===== src/rtl/multiple_sequencer.sv =====
// Thumb PUSH/POP/LDMIA/STMIA sequencer: decodes the register list and issues
// one valid/ready memory beat per register, then a single base writeback.
module multiple_sequencer #(
  parameter int ADDR_W = 32
) (
  input  logic              clk,
  input  logic              rst,
  input  logic              start,
  input  logic [15:0]       instruction16,
  input  logic              is32,
  input  logic [ADDR_W-1:0] base_value,
  input  logic              mem_ready,
  output logic [9:0]        list,
  output logic              busy,
  output logic              xfer_valid,
  output logic              xfer_load,
  output logic [3:0]        xfer_reg,
  output logic [ADDR_W-1:0] xfer_addr,
  output logic              wb_valid,
  output logic [3:0]        wb_reg,
  output logic [ADDR_W-1:0] wb_value,
  output logic              done
);

  // Handshake: a beat transfers on any rising edge where xfer_valid and
  // mem_ready are both high; until then xfer_reg/xfer_addr/xfer_load hold.
  typedef enum logic [1:0] {
    IDLE = 2'd0,
    XFER = 2'd1,
    DONE = 2'd2
  } state_t;

  state_t            state;
  state_t            state_nx;

  logic [9:0]        list_q;
  logic              load_q;
  logic [ADDR_W-1:0] addr_q;
  logic [3:0]        wb_reg_q;
  logic [ADDR_W-1:0] wb_value_q;
  logic              wb_en_q;

  logic              dec_ok;
  logic              dec_load;
  logic              dec_down;
  logic              dec_ldm;
  logic [9:0]        dec_list;
  logic [3:0]        dec_n;
  logic [3:0]        dec_wb_reg;
  logic [2:0]        dec_rn;
  logic              dec_wb_en;
  logic [ADDR_W-1:0] dec_span;
  logic [ADDR_W-1:0] dec_first;
  logic [ADDR_W-1:0] dec_wb_value;

  logic              take;
  logic              accept;
  logic [9:0]        list_rest;
  logic [3:0]        cur_reg;

  always_comb begin
    dec_ok     = 1'b0;
    dec_load   = 1'b0;
    dec_down   = 1'b0;
    dec_ldm    = 1'b0;
    dec_list   = 10'd0;
    dec_wb_reg = 4'd0;
    dec_rn     = instruction16[10:8];
    dec_n      = 4'd0;
    if (instruction16[15:9] == 7'b1011010) begin
      dec_ok     = 1'b1;
      dec_down   = 1'b1;
      dec_list   = {1'b0, instruction16[8], instruction16[7:0]};
      dec_wb_reg = 4'd13;
    end else if (instruction16[15:9] == 7'b1011110) begin
      dec_ok     = 1'b1;
      dec_load   = 1'b1;
      dec_list   = {instruction16[8], 1'b0, instruction16[7:0]};
      dec_wb_reg = 4'd13;
    end else if (instruction16[15:12] == 4'b1100) begin
      dec_ok     = 1'b1;
      dec_load   = instruction16[11];
      dec_ldm    = instruction16[11];
      dec_list   = {2'b00, instruction16[7:0]};
      dec_wb_reg = {1'b0, dec_rn};
    end
    for (int i = 0; i < 10; i++) begin
      dec_n = dec_n + {3'b000, dec_list[i]};
    end
    // LDMIA whose base is also loaded keeps the loaded value, not the writeback.
    dec_wb_en    = dec_ok && (dec_n != 4'd0) && !(dec_ldm && instruction16[dec_rn]);
    dec_span     = {{(ADDR_W-6){1'b0}}, dec_n, 2'b00};
    dec_first    = dec_down ? (base_value - dec_span) : base_value;
    dec_wb_value = dec_down ? (base_value - dec_span) : (base_value + dec_span);
  end

  assign take      = (state == IDLE) && start && !is32 && dec_ok;
  assign accept    = (state == XFER) && mem_ready;
  assign list_rest = list_q & (list_q - 10'd1);

  always_comb begin
    state_nx = state;
    case (state)
      IDLE: if (take) state_nx = (dec_n == 4'd0) ? DONE : XFER;
      XFER: if (accept && (list_rest == 10'd0)) state_nx = DONE;
      DONE: state_nx = IDLE;
      default: state_nx = IDLE;
    endcase
  end

  always_ff @(posedge clk) begin
    if (!rst) begin
      state      <= IDLE;
      list_q     <= 10'd0;
      load_q     <= 1'b0;
      addr_q     <= '0;
      wb_reg_q   <= 4'd0;
      wb_value_q <= '0;
      wb_en_q    <= 1'b0;
    end else begin
      state <= state_nx;
      if (take) begin
        list_q     <= dec_list;
        load_q     <= dec_load;
        addr_q     <= dec_first;
        wb_reg_q   <= dec_wb_reg;
        wb_value_q <= dec_wb_value;
        wb_en_q    <= dec_wb_en;
      end else if (accept) begin
        list_q <= list_rest;
        addr_q <= addr_q + ADDR_W'(4);
      end
    end
  end

  // Lowest set bit wins; bits 8/9 name LR and PC.
  always_comb begin
    cur_reg = 4'd0;
    for (int i = 9; i >= 0; i--) begin
      if (list_q[i]) begin
        if (i == 9)      cur_reg = 4'd15;
        else if (i == 8) cur_reg = 4'd14;
        else             cur_reg = 4'(i);
      end
    end
  end

  assign list       = list_q;
  assign busy       = (state != IDLE);
  assign xfer_valid = (state == XFER);
  assign xfer_load  = load_q;
  assign xfer_reg   = cur_reg;
  assign xfer_addr  = addr_q;
  assign done       = (state == DONE);
  assign wb_valid   = (state == DONE) && wb_en_q;
  assign wb_reg     = wb_reg_q;
  assign wb_value   = wb_value_q;

endmodule


===== config.mk =====
export PLATFORM = sky130hd
export DESIGN_NAME = multiple_sequencer
export DESIGN_NICKNAME = d
export VERILOG_FILES = /design/src/rtl/multiple_sequencer.sv
export SDC_FILE = /design/constraint.sdc
export NUM_CORES = 1
export LEC_CHECK = 0
export BUFFER_PORTS_ARGS = -buffer_cell sky130_fd_sc_hd__clkbuf_2
export CORE_MARGIN = 2
export CORE_UTILIZATION = 31
export CTS_BUF_LIST = sky130_fd_sc_hd__clkbuf_4
export CTS_CLUSTER_DIAMETER = 30
export CTS_CLUSTER_SIZE = 24
export DETAILED_ROUTE_END_ITERATION = 10
export PLACE_DENSITY = 0.63
export SYNTH_ARGS = -nofsm -noshare
export SYNTH_HDL_FRONTEND = slang
export SYNTH_SLANG_ARGS = --single-unit
export TNS_END_PERCENT = 50

===== constraint.sdc =====
create_clock -name clk -period 8.4 [get_ports clk]
set_clock_uncertainty 0.15 [all_clocks]
set_input_delay 1.68 -clock clk [delete_from_list [all_inputs] [get_ports clk]]
set_output_delay 1.68 -clock clk [all_outputs]
set_load 0.03 [all_outputs]

==> results of run 1 <==
cells by family (layout without fill, tap and decap cells):
kind of cell    after synthesis  in the layout
flops                        82             82
buf+inv                      77            181
mux                           9              9
compound gates              166            166
fa+ha+maj                    20             20
other cells                   0              1
xor+xnor                     50             50
simple gates                353            353
cells in the final DEF (no fill, tap or decap), types with 15 or more instances in the layout:
cell type	instances
a211oi_1	15
a21oi_1	46
and3_1	17
clkbuf_2	139
dfxtp_1	82
inv_1	21
nand2_1	60
nand3_1	49
nand4_1	15
nor2_1	67
nor3_1	37
nor4_1	25
o21ai_0	26
or3_1	22
xnor2_1	28
xor2_1	22
routing by layer:
| metal | track usage (%) | vias up |
|---|---|---|
| met2 | 29.7 | 233 |
| met3 | 3.44 | 35 |
| met4 | 6.47 | 0 |
| met1 | 27.9 | 2884 |
| li1 | - | 3011 |
| met5 | 0 | - |
worst paths after layout:
check	cells after the start	startpoint	end	slack, ns
setup reg to reg	7	state[1]	wb_value[30]	4.44
setup / recovery	20	instruction16[9]	wb_value[9]	0.80
hold / removal	2	wb_value[0]	wb_value[0]	0.32
hold reg to reg	2	wb_value[0]	wb_value[0]	0.32
worst reg2reg max path, stage by stage, from the launching register on:
cell and delay [ns]:
dfxtp_1 0.36, or2_2 0.31, nor3b_1 0.83, and2_2 0.73, buf_4 0.58, nand2_1 0.42, or3_1 0.47, nand3_1 0.07
layout make-up:
cell class	instances	area (um2)
fill	2003	11800
multi-input combinational	598	3920
sequential	82	1640
timing repair buffer	145	741
tap	234	293
inverter	21	78.8
clock buffer	9	67.6
clock inverter	6	66.3
antenna	1	2.50
through the flow:
stage | instances | instance area [um2] | hold slack [ns]
6_report | 1096 | 6810 | 0.317
5_1_grt | 1095 | 6800 | 0.331
4_1_cts | 1095 | 6800 | 0.321
3_5_place_dp | 1080 | 6670 | 0.294
3_3_place_gp | 1080 | 6670 | 0.291
2_1_floorplan | 757 | 5860 | 0.282
where the power goes:
part           switching [mW]  internal, mW  leakage (nW)
clock network           0.153        0.0904        0.0761
logic                  0.0815        0.0414          1.88
registers             0.00515         0.394         0.662
total                   0.240         0.525          2.62
==> results by group, run 1 <==
Floorplan
  • Die span in y: 141 um
  • Die X: 141 um
  • Total die area: between 0.02 and 0.025 mm2
  • Starting Density: 31.4%
  • Core area: approximately 0.019 mm2
  • Rows: 50
  • IO Count: 140

Critical path
  • CP top delay family: adder cells
  • Worst Path Required: 8.60 ns
  • Crit path capture type: flip-flop
  • Cell mode on critical path: fa_1
  • Buf/Inv on CP: 4
  • Worst-path fanout max: 11
  • Slowest cell on the critical path: nor2_1
  • Slowest Stage Delay on Critical Path: approximately 0.72 ns
  • Crit path DAT: 7.80 ns
  • Crit-path cells: clkbuf_2, or3b_2, o21bai_1, nand2_1, fa_1, inv_1, fa_1, inv_1, fa_1, inv_1, ha_1, fa_1, xnor2_1, ha_1, and3_1, a22oi_1, nor2_1, a31oi_1, and4_1, a311o_1
  • Startpoint types: input port
  • WS Path Type: input port to flip-flop

Power and ir drop
  • Pwr/cell area: 112 mW/mm2
  • Total chip power: 0.765 mW
  • P_leak: 2.62 nW
  • Peak VDD IR: between 0.05 and 0.06 mV

Yosys
  • Asr flop ratio synth: 0%
  • Compound-Gate Fraction of Synth Area: 18.9%
  • Syn Inst Count: ~760
  • Yosys reg bits: 82
  • Main combinational cell family by area after synthesis: simple AND/OR/NAND/NOR gates
  • Post-synthesis mux area share: 1.97%
  • EDFF count, synth: 0
  • Yosys warnings: 0
  • Simple-gate area share of the yosys netlist: between 30% and 40%
  • Leading area contributor after synthesis: dfxtp_1
  • Seq/Total Area, Yosys: 28.0%
  • Post-Synthesis Net Count: 830
  • Top cells by area, synth: dfxtp_1, nor2_1, nand3_1, xnor2_1, a21oi_1
  • Xor and xnor area share after synthesis: 7.48%
  • Count of cell types in the netlist: 71
  • Most frequently used cell type in the post-synthesis netlist: dfxtp_1
  • Share of the synthesized area in the top cell type: 28.0%
  • Prevailing post-synth register cell: dfxtp_1
  • Avg Cell Area, Syn: a little under 8 um2
  • Post-synth top cells: dfxtp_1, nor2_1, nand2_1
  • Adder-cell area share of the yosys netlist: 5.30%
  • Mapped cell area: 0.00586 mm2

Outcome
  • Status: completed

Routing
  • Top Metal Used: met4
  • Initial DRC Count: 664
  • Residual DRC: 0
  • Vias per cell: 5.62
  • Post-DRT Antenna Nets: 0
  • DR pass1 iterations: 5
  • WL per Instance: 18.3 um
  • Metal2 WL: a little under 9 mm
  • Metal3 WL: 1.25 mm
  • Routed via count: 6163
  • Met1 WL: 9.46 mm
  • WL final: 20.1 mm

STA
  • F_max: 132 MHz
  • Fin. max-slew vios: 0
  • Tmin final: 7.60 ns
  • Final setup fails: 0
  • Final hold vios: 0
  • RSZ-0062 raised after global routing: no
  • Setup TNS Final: 0 ns
  • Final worst setup slack: 0.803 ns
  • Crit share post-route: between 90 and 100%
  • Worst slew margin: 31.4%
  • Measured slew at the worst slew-check pin: 1.03 ns

Clock tree
  • Clock Latency Late Sink: 0.46 ns
  • Root Driver: clkbuf_4
  • Number of buffers inserted during clock tree synthesis: 9
  • CTS Sinks: 82
  • CTS resizes: 0
  • CTS tree: done
  • Number of setup buffers added after CTS: 0
  • H-tree levels: 3
  • Clock transition time at the flip-flop clock pins of the worst setup and hold paths: between 0.1 and 0.15 ns
  • Cts hold-fix bufs: 0
  • Clock buffer depth: 2

Final layout
  • Fraction of layout cells with a size suffix above 1: 22.0%
  • Layout area overhead: 16.2%
  • Layout Nets: 930
  • Final core utilization: 36.5%

Global routing
  • Global-route wire length before repair: approximately 31 mm
  • GRT Util Overall: 19.5%
  • GR Overflow Total: 0
  • Antenna violations before repair: 0
  • Largest net degree at the start of global routing: 63
  • Vias in the first global route: 5494

Placed design
  • Gpl congestion: 0.947
  • IO Port Bufs: 139
  • Final HPWL DP: 15.2 mm
  • Pre-CTS WS: 0.446 ns

Hold path
  • Hold Path Class: flip-flop to flip-flop

Flow run
  • Maxcap violations: 0
(Power assumes the default switching activity.)
==> run 2: changes to the inputs <==
--- a/config.mk
+++ b/config.mk
@@ -13,6 +13,7 @@
 export CTS_CLUSTER_SIZE = 24
 export DETAILED_ROUTE_END_ITERATION = 10
 export PLACE_DENSITY = 0.63
+export RECOVER_POWER = 100
 export SYNTH_ARGS = -nofsm -noshare
 export SYNTH_HDL_FRONTEND = slang
 export SYNTH_SLANG_ARGS = --single-unit
==> run 2 against run 1 <==
The flow now finishes with violations (capacitance limit, slew limit); critical path depth fell by 1; sequential share of layout area grew 0.57 points; final cell count unchanged; combinational power hardly changed; final area fell by 2.3%; global-route usage did not move; setup slack worse by 0.14 ns; sequential power about the same; critical path type unchanged; critical endpoint is now wb_value[18]; largest cell class unchanged; highest routed layer unchanged.
==> results by group, run 2 (synthesis results as in run 1) <==
Global routing
  • Largest net degree at the start of global routing: 63 (unchanged)
  • Vias in the first global route: 5494 (unchanged)
  • Global-route wire length before repair: 30.9 mm (unchanged)
  • GR Overflow Total: 0 (unchanged)
  • Antenna violations before repair: 0 (unchanged)
  • GRT Util Overall: 19.5% (unchanged)

STA
  • Final worst setup slack: 0.662 ns (was 0.803 ns)
  • Measured slew at the worst slew-check pin: 2.23 ns (was 1.03 ns)
  • Final hold vios: 0 (unchanged)
  • Fin. max-slew vios: 130 (was 0)
  • Tmin final: 7.74 ns (was 7.60 ns)
  • Worst slew margin: -48.4% (was 31.4%)
  • Crit share post-route: 92.1% (was 90.4%)
  • Setup TNS Final: 0 ns (unchanged)
  • F_max: 129 MHz (was 132 MHz)
  • RSZ-0062 raised after global routing: no (unchanged)
  • Final setup fails: 0 (unchanged)

Floorplan
  • Core area: 0.0186 mm2 (unchanged)
  • Die X: 141 um (unchanged)
  • Die span in y: 141 um (unchanged)
  • IO Count: 140 (unchanged)
  • Starting Density: 31.4% (unchanged)
  • Total die area: 0.0200 mm2 (unchanged)
  • Rows: 50 (unchanged)

Critical path
  • Crit. Startpoint: instruction16[9] (unchanged)
  • Startpoint types: input port (unchanged)
  • Worst R2R Start: state[1] (unchanged)
  • Crit-path cells: clkbuf_1, or3b_2, o21bai_1, nand2_1, fa_1, inv_1, fa_1, inv_1, fa_1, inv_1, ha_1, fa_1, xnor2_1, ha_1, a31oi_1, nor4b_1, a21oi_1, or4_1, nand3_1 (was clkbuf_2, or3b_2, o21bai_1, nand2_1, fa_1, inv_1, fa_1, inv_1, fa_1, inv_1, ha_1, fa_1, xnor2_1, ha_1, and3_1, a22oi_1, nor2_1, a31oi_1, and4_1, a311o_1)
  • Cell mode on critical path: fa_1 (unchanged)
  • Slowest cell on the critical path: nor4b_1 (was nor2_1)
  • Crit path capture type: flip-flop (unchanged)
  • R2R Setup Slk: 2.21 ns (was 4.44 ns)
  • Buf/Inv on CP: 4 (unchanged)
  • Worst Path Required: 8.65 ns (was 8.60 ns)
  • CP top delay family: adder cells (unchanged)
  • WS Path Type: input port to flip-flop (unchanged)
  • R2R depth: 7 (unchanged)
  • Worst-path fanout max: 11 (unchanged)
  • Crit path to: wb_value[18] (was wb_value[9])
  • Worst R2R End: wb_value[30] (unchanged)
  • Critical path depth: 19 (was 20)
  • Crit path DAT: 7.99 ns (was 7.80 ns)
  • Slowest Stage Delay on Critical Path: 1.02 ns (was 0.72 ns)

Clock tree
  • CTS tree: done (unchanged)
  • Root Driver: clkbuf_4 (unchanged)
  • CTS resizes: 0 (unchanged)
  • Clock transition time at the flip-flop clock pins of the worst setup and hold paths: 0.14 ns (about the same)
  • Clock Latency Late Sink: 0.45 ns (was 0.46 ns)
  • Clock buffer depth: 2 (unchanged)
  • Number of setup buffers added after CTS: 0 (unchanged)
  • CTS Sinks: 82 (unchanged)
  • H-tree levels: 3 (unchanged)
  • Cts hold-fix bufs: 0 (unchanged)
  • Number of buffers inserted during clock tree synthesis: 9 (unchanged)

Flow run
  • Maxcap violations: 3 (was 0)

Power and ir drop
  • Gate power share: 15.8% (was 16.1%)
  • Clock share of power: 31.9% (was 31.8%)
  • Net Sw Frac: 31.4% (about the same)
  • NetSw: 0.240 mW (about the same)
  • P_leak: 2.30 nW (was 2.62 nW)
  • Int Power: 0.524 mW (was 0.525 mW)
  • Pwr/cell area: 115 mW/mm2 (was 112 mW/mm2)
  • Reg power frac: 52.2% (was 52.1%)
  • Peak VDD IR: 0.0536 mV (was 0.0534 mV)

Placed design
  • Placed cell count: 1080 (unchanged)
  • Pre-CTS WS: 0.446 ns (unchanged)
  • Gpl congestion: 0.947 (unchanged)
  • IO Port Bufs: 139 (unchanged)
  • Final HPWL DP: 15.2 mm (unchanged)

Routing
  • Routed via count: 6229 (was 6163)
  • WL final: 20.1 mm (about the same)
  • Vias per cell: 5.68 (was 5.62)
  • WL per Instance: 18.3 um (about the same)
  • Post-DRT Antenna Nets: 0 (unchanged)
  • Initial DRC Count: 610 (was 664)
  • Residual DRC: 0 (unchanged)
  • DR pass1 iterations: 7 (was 5)

Final layout
  • Layout area overhead: 13.5% (was 16.2%)
  • Most frequent cells in the layout: clkbuf_1, dfxtp_1, nor2_1 (was clkbuf_2, dfxtp_1, nor2_1)
  • FILL cells: 2056 (was 2003)
  • Final instance count without filler cells: 1096 (unchanged)
  • Layout Nets: 930 (unchanged)
  • Fraction of layout cells with a size suffix above 1: 10.5% (was 22.0%)
  • Multi-input logic area: 0.00388 mm2 (was 0.00392 mm2)
  • Commonest non-fill, non-tap cell in the layout: clkbuf_1 (was clkbuf_2)
  • Storage element area: 0.00164 mm2 (unchanged)

Hold path
  • HP Start: wb_en_q (was wb_value[0])
  • Hold Path Class: flip-flop to flip-flop (unchanged)

Outcome
  • Failing checks: capacitance limit, slew limit
  • Status: complete, but fails checks (was completed)
-- run 2: power groups by stage --
stage	Combinational (mW)	Clock [mW]	Sequential, mW
global placement	0.121	0	0.407
finish	0.121	0.244	0.399
detailed placement	0.121	0	0.407
floorplan	0.0678	0	0.415
global route	0.132	0.268	0.400
CTS	0.122	0.251	0.399
-- run 2: cell type report --
type,count,area share (%)
clock inverter,6,0.997
clock buffer,9,1.02
tap,234,4.40
antenna,1,0.0376
inverter,21,1.19
timing repair buffer,145,9.26
sequential,82,24.7
multi-input combinational,598,58.4
-- run 2: worst min-delay path by stage --
| stage | endpoint | slack [ns] | cells after the start |
|---|---|---|---|
| 2_1_floorplan | wb_en_q | 0.28 | 2 |
| 3_3_place_gp | wb_value[4] | 0.29 | 2 |
| 3_5_place_dp | wb_value[4] | 0.29 | 2 |
| 4_1_cts | wb_value[0] | 0.32 | 2 |
| 5_1_grt | wb_value[4] | 0.33 | 2 |
| 6_report | wb_en_q | 0.32 | 2 |
-- run 2: layer usage --
layer / track usage (%) / share of wire, % / routed length, um / vias up
li1: - / - / - / 3010
met1: 27.9 / 47 / 9500 / 2943
met2: 29.7 / 44 / 8800 / 243
met3: 3.44 / 6.4 / 1290 / 33
met4: 6.47 / 2.6 / 517 / 0
met5: 0 / 0 / 0 / -
-- run 2: worst register-to-register path, cell delays in order (launching register included) --
cell and delay [ns]:
dfxtp_1 0.36, or2_2 0.31, nor3b_1 0.76, and2_0 1.45, clkbuf_1 1.69, nand2_1 0.79
or3_1 0.55, nand3_1 0.07
-- run 2: per-stage QoR --
stage          area [um2]  utilization (%)  power, mW  hold WS (ns)
2_1_floorplan        5860                -      0.483         0.282
3_3_place_gp         6670             35.8      0.528         0.291
3_5_place_dp         6670             35.8      0.529         0.294
4_1_cts              6800             36.5      0.771         0.321
5_1_grt              6650             35.7      0.800         0.332
6_report             6650             35.7      0.763         0.317
==> run 3: changes to the inputs <==
--- a/config.mk
+++ b/config.mk
@@ -8,12 +8,14 @@
 export BUFFER_PORTS_ARGS = -buffer_cell sky130_fd_sc_hd__clkbuf_2
 export CORE_MARGIN = 2
 export CORE_UTILIZATION = 31
-export CTS_BUF_LIST = sky130_fd_sc_hd__clkbuf_4
+export CTS_BUF_LIST = sky130_fd_sc_hd__clkbuf_8
 export CTS_CLUSTER_DIAMETER = 30
 export CTS_CLUSTER_SIZE = 24
 export DETAILED_ROUTE_END_ITERATION = 10
 export PLACE_DENSITY = 0.63
 export RECOVER_POWER = 100
+export REMOVE_ABC_BUFFERS = 1
+export SKIP_CTS_REPAIR_TIMING = 1
 export SYNTH_ARGS = -nofsm -noshare
 export SYNTH_HDL_FRONTEND = slang
 export SYNTH_SLANG_ARGS = --single-unit
==> run 3 against run 2 <==
The flow still finishes with violations (capacitance limit, slew limit); setup slack lost 0.0020 ns; fmax hardly changed; combinational power about the same; first-iteration DRC count increased by 6.4%; count of clock-buffer cells in the layout rose by 1; sequential power barely moved; wire length rose by 0.95%; critical path type unchanged; largest power group unchanged.
==> results by group, run 3 (synthesis results as in run 1) <==
Routing
  • WL final: 20.3 mm (was 20.1 mm)
  • Vias per cell: 5.63 (was 5.68)
  • Metal3 WL: 1.25 mm (was 1.29 mm)
  • Metal2 WL: 8.92 mm (was 8.80 mm)
  • DR pass1 iterations: 5 (was 7)
  • Initial DRC Count: 649 (was 610)
  • Residual DRC: 0 (unchanged)
  • Post-DRT Antenna Nets: 0 (unchanged)
  • WL per Instance: 18.5 um (was 18.3 um)
  • Met1 WL: 9.50 mm (about the same)
  • Routed via count: 6186 (was 6229)
  • Top Metal Used: met4 (unchanged)

Final layout
  • Final instance count without filler cells: 1098 (was 1096)
  • Layout area overhead: 15.4% (was 13.5%)
  • Most frequent cells in the layout: clkbuf_1, dfxtp_1, nor2_1 (unchanged)
  • Fraction of layout cells with a size suffix above 1: 10.8% (was 10.5%)
  • Layout Nets: 931 (was 930)
  • Commonest non-fill, non-tap cell in the layout: clkbuf_1 (unchanged)

STA
  • Measured slew at the worst slew-check pin: 3.09 ns (was 2.23 ns)
  • Final setup fails: 0 (unchanged)
  • RSZ-0062 raised after global routing: no (unchanged)
  • Worst slew margin: -106% (was -48.4%)
  • Final worst setup slack: 0.660 ns (was 0.662 ns)
  • Final hold vios: 0 (unchanged)
  • Crit share post-route: 92.1% (about the same)
  • Tmin final: 7.74 ns (about the same)
  • Fin. max-slew vios: 68 (was 130)
  • Final Hold Slack: 0.305 ns (was 0.317 ns)
  • Setup TNS Final: 0 ns (unchanged)
  • F_max: 129 MHz (about the same)

Critical path
  • Startpoint types: input port (unchanged)
  • Crit path DAT: 7.89 ns (was 7.99 ns)
  • Worst Path Required: 8.55 ns (was 8.65 ns)
  • Cell mode on critical path: fa_1 (unchanged)
  • Slowest cell on the critical path: fa_1 (was nor4b_1)
  • R2R depth: 6 (was 7)
  • R2R Setup Slk: 2.89 ns (was 2.21 ns)
  • Crit path capture type: flip-flop (unchanged)
  • Worst-path fanout max: 13 (was 11)
  • Worst R2R Start: state[0] (was state[1])
  • Slowest Stage Delay on Critical Path: 0.64 ns (was 1.02 ns)
  • Worst R2R End: xfer_addr[4] (was wb_value[30])
  • WS Path Type: input port to flip-flop (unchanged)
  • Crit-path cells: clkbuf_1, or3b_2, o21bai_1, nand2_1, fa_1, inv_1, fa_1, inv_1, fa_1, inv_1, ha_1, fa_1, ha_1, or2_2, a221oi_1, clkbuf_1, or2_1, or3_1, a2111oi_2, a311o_1 (was clkbuf_1, or3b_2, o21bai_1, nand2_1, fa_1, inv_1, fa_1, inv_1, fa_1, inv_1, ha_1, fa_1, xnor2_1, ha_1, a31oi_1, nor4b_1, a21oi_1, or4_1, nand3_1)
  • Crit. Startpoint: instruction16[9] (unchanged)

Flow run
  • Maxcap violations: 1 (was 3)

Hold path
  • WHS Path Cells: 2 (unchanged)
  • Hold Path Class: flip-flop to flip-flop (unchanged)
  • Hold endpoint: wb_value[0] (was wb_en_q)
  • HP Start: wb_value[0] (was wb_en_q)

Global routing
  • Vias in the first global route: 5582 (was 5494)
  • Largest net degree at the start of global routing: 68 (was 63)
  • GRT Util Overall: 20.2% (was 19.5%)
  • Global-route wire length before repair: 31.7 mm (was 30.9 mm)
  • Antenna violations before repair: 1 (was 0)
  • GR Overflow Total: 0 (unchanged)

Clock tree
  • Clock transition time at the flip-flop clock pins of the worst setup and hold paths: 0.10 ns (was 0.14 ns)
  • Number of buffers inserted during clock tree synthesis: 9 (unchanged)
  • Root Driver: clkbuf_8 (was clkbuf_4)
  • CTS tree: done (unchanged)
  • Clock buffer depth: 2 (unchanged)
  • Clock Latency Late Sink: 0.40 ns (was 0.45 ns)
  • CTS Sinks: 82 (unchanged)
  • H-tree levels: 3 (unchanged)

Power and ir drop
  • Peak VDD IR: 0.0659 mV (was 0.0536 mV)
  • Pwr/cell area: 128 mW/mm2 (was 115 mW/mm2)
  • P_leak: 2.34 nW (was 2.30 nW)

Placed design
  • Pre-CTS WS: 0.620 ns (was 0.446 ns)
  • Final HPWL DP: 14.8 mm (was 15.2 mm)
  • Placed cell count: 1081 (was 1080)
  • Gpl congestion: 0.908 (was 0.947)
  • IO Port Bufs: 139 (unchanged)

Outcome
  • Status: complete, but fails checks (unchanged)
  • Failing checks: capacitance limit, slew limit (unchanged)

Floorplan
  • Rows: 50 (unchanged)
  • Die X: 141 um (unchanged)
  • Core area: 0.0186 mm2 (unchanged)
  • Total die area: 0.0200 mm2 (unchanged)
  • Starting Density: 31.4% (unchanged)
  • IO Count: 140 (unchanged)
  • Die span in y: 141 um (unchanged)
-- run 3: cell count changes in the layout (fill, tap and decap cells not counted), sizes merged --
cell,previous run,this run
buf,2,4
clkinv,4,2
clkinvlp,0,2
inv,22,21
bufinv,1,2
-- run 3: how the worst max path moves through the flow --
stage                               end  cells past startpoint
after detailed placement   wb_value[29]                     21
final                      wb_value[27]                     20
after global routing      xfer_addr[27]                     20
after global placement     wb_value[29]                     21
after CTS                 xfer_addr[13]                     20
after floorplan            wb_value[27]                     18
-- run 3: through the flow --
step / instance area (um2) / utilization, % / power (mW)
6_report: 6760 / 36.2 / 0.865
2_1_floorplan: 5630 / - / 0.469
3_3_place_gp: 6680 / 35.8 / 0.529
5_1_grt: 6760 / 36.2 / 0.900
4_1_cts: 6900 / 37.0 / 0.873
3_5_place_dp: 6680 / 35.8 / 0.530
-- run 3: worst max-delay path: cells and delay by family --
family                     cells  cell delay, ns
adders and majority gates      6            2.79
AOI/OAI and AO/OA              4            1.16
and+or+nand+nor                5            1.48
buffers and inverters          5            0.77
-- run 3: power by group --
group	switching [mW]	internal (mW)
Clock	0.168	0.176
Sequential	0.00494	0.393
Combinational	0.0831	0.0397
Total	0.256	0.609
-- run 3: final cells by class --
type                       instances  area (um2)
inverter                          21        78.8
clock buffer                      10         138
sequential                        82        1640
clock inverter                     6        88.8
timing repair buffer             146         627
tap                              234         293
multi-input combinational        598        3890
antenna                            1        2.50
fill                            2026       11900
-- run 3: routing by layer --
| metal | vias up | track usage (%) |
|---|---|---|
| met5 | - | 0 |
| met4 | 0 | 8.11 |
| met3 | 41 | 3.75 |
| met2 | 221 | 30.6 |
| met1 | 2904 | 28.4 |
| li1 | 3020 | - |
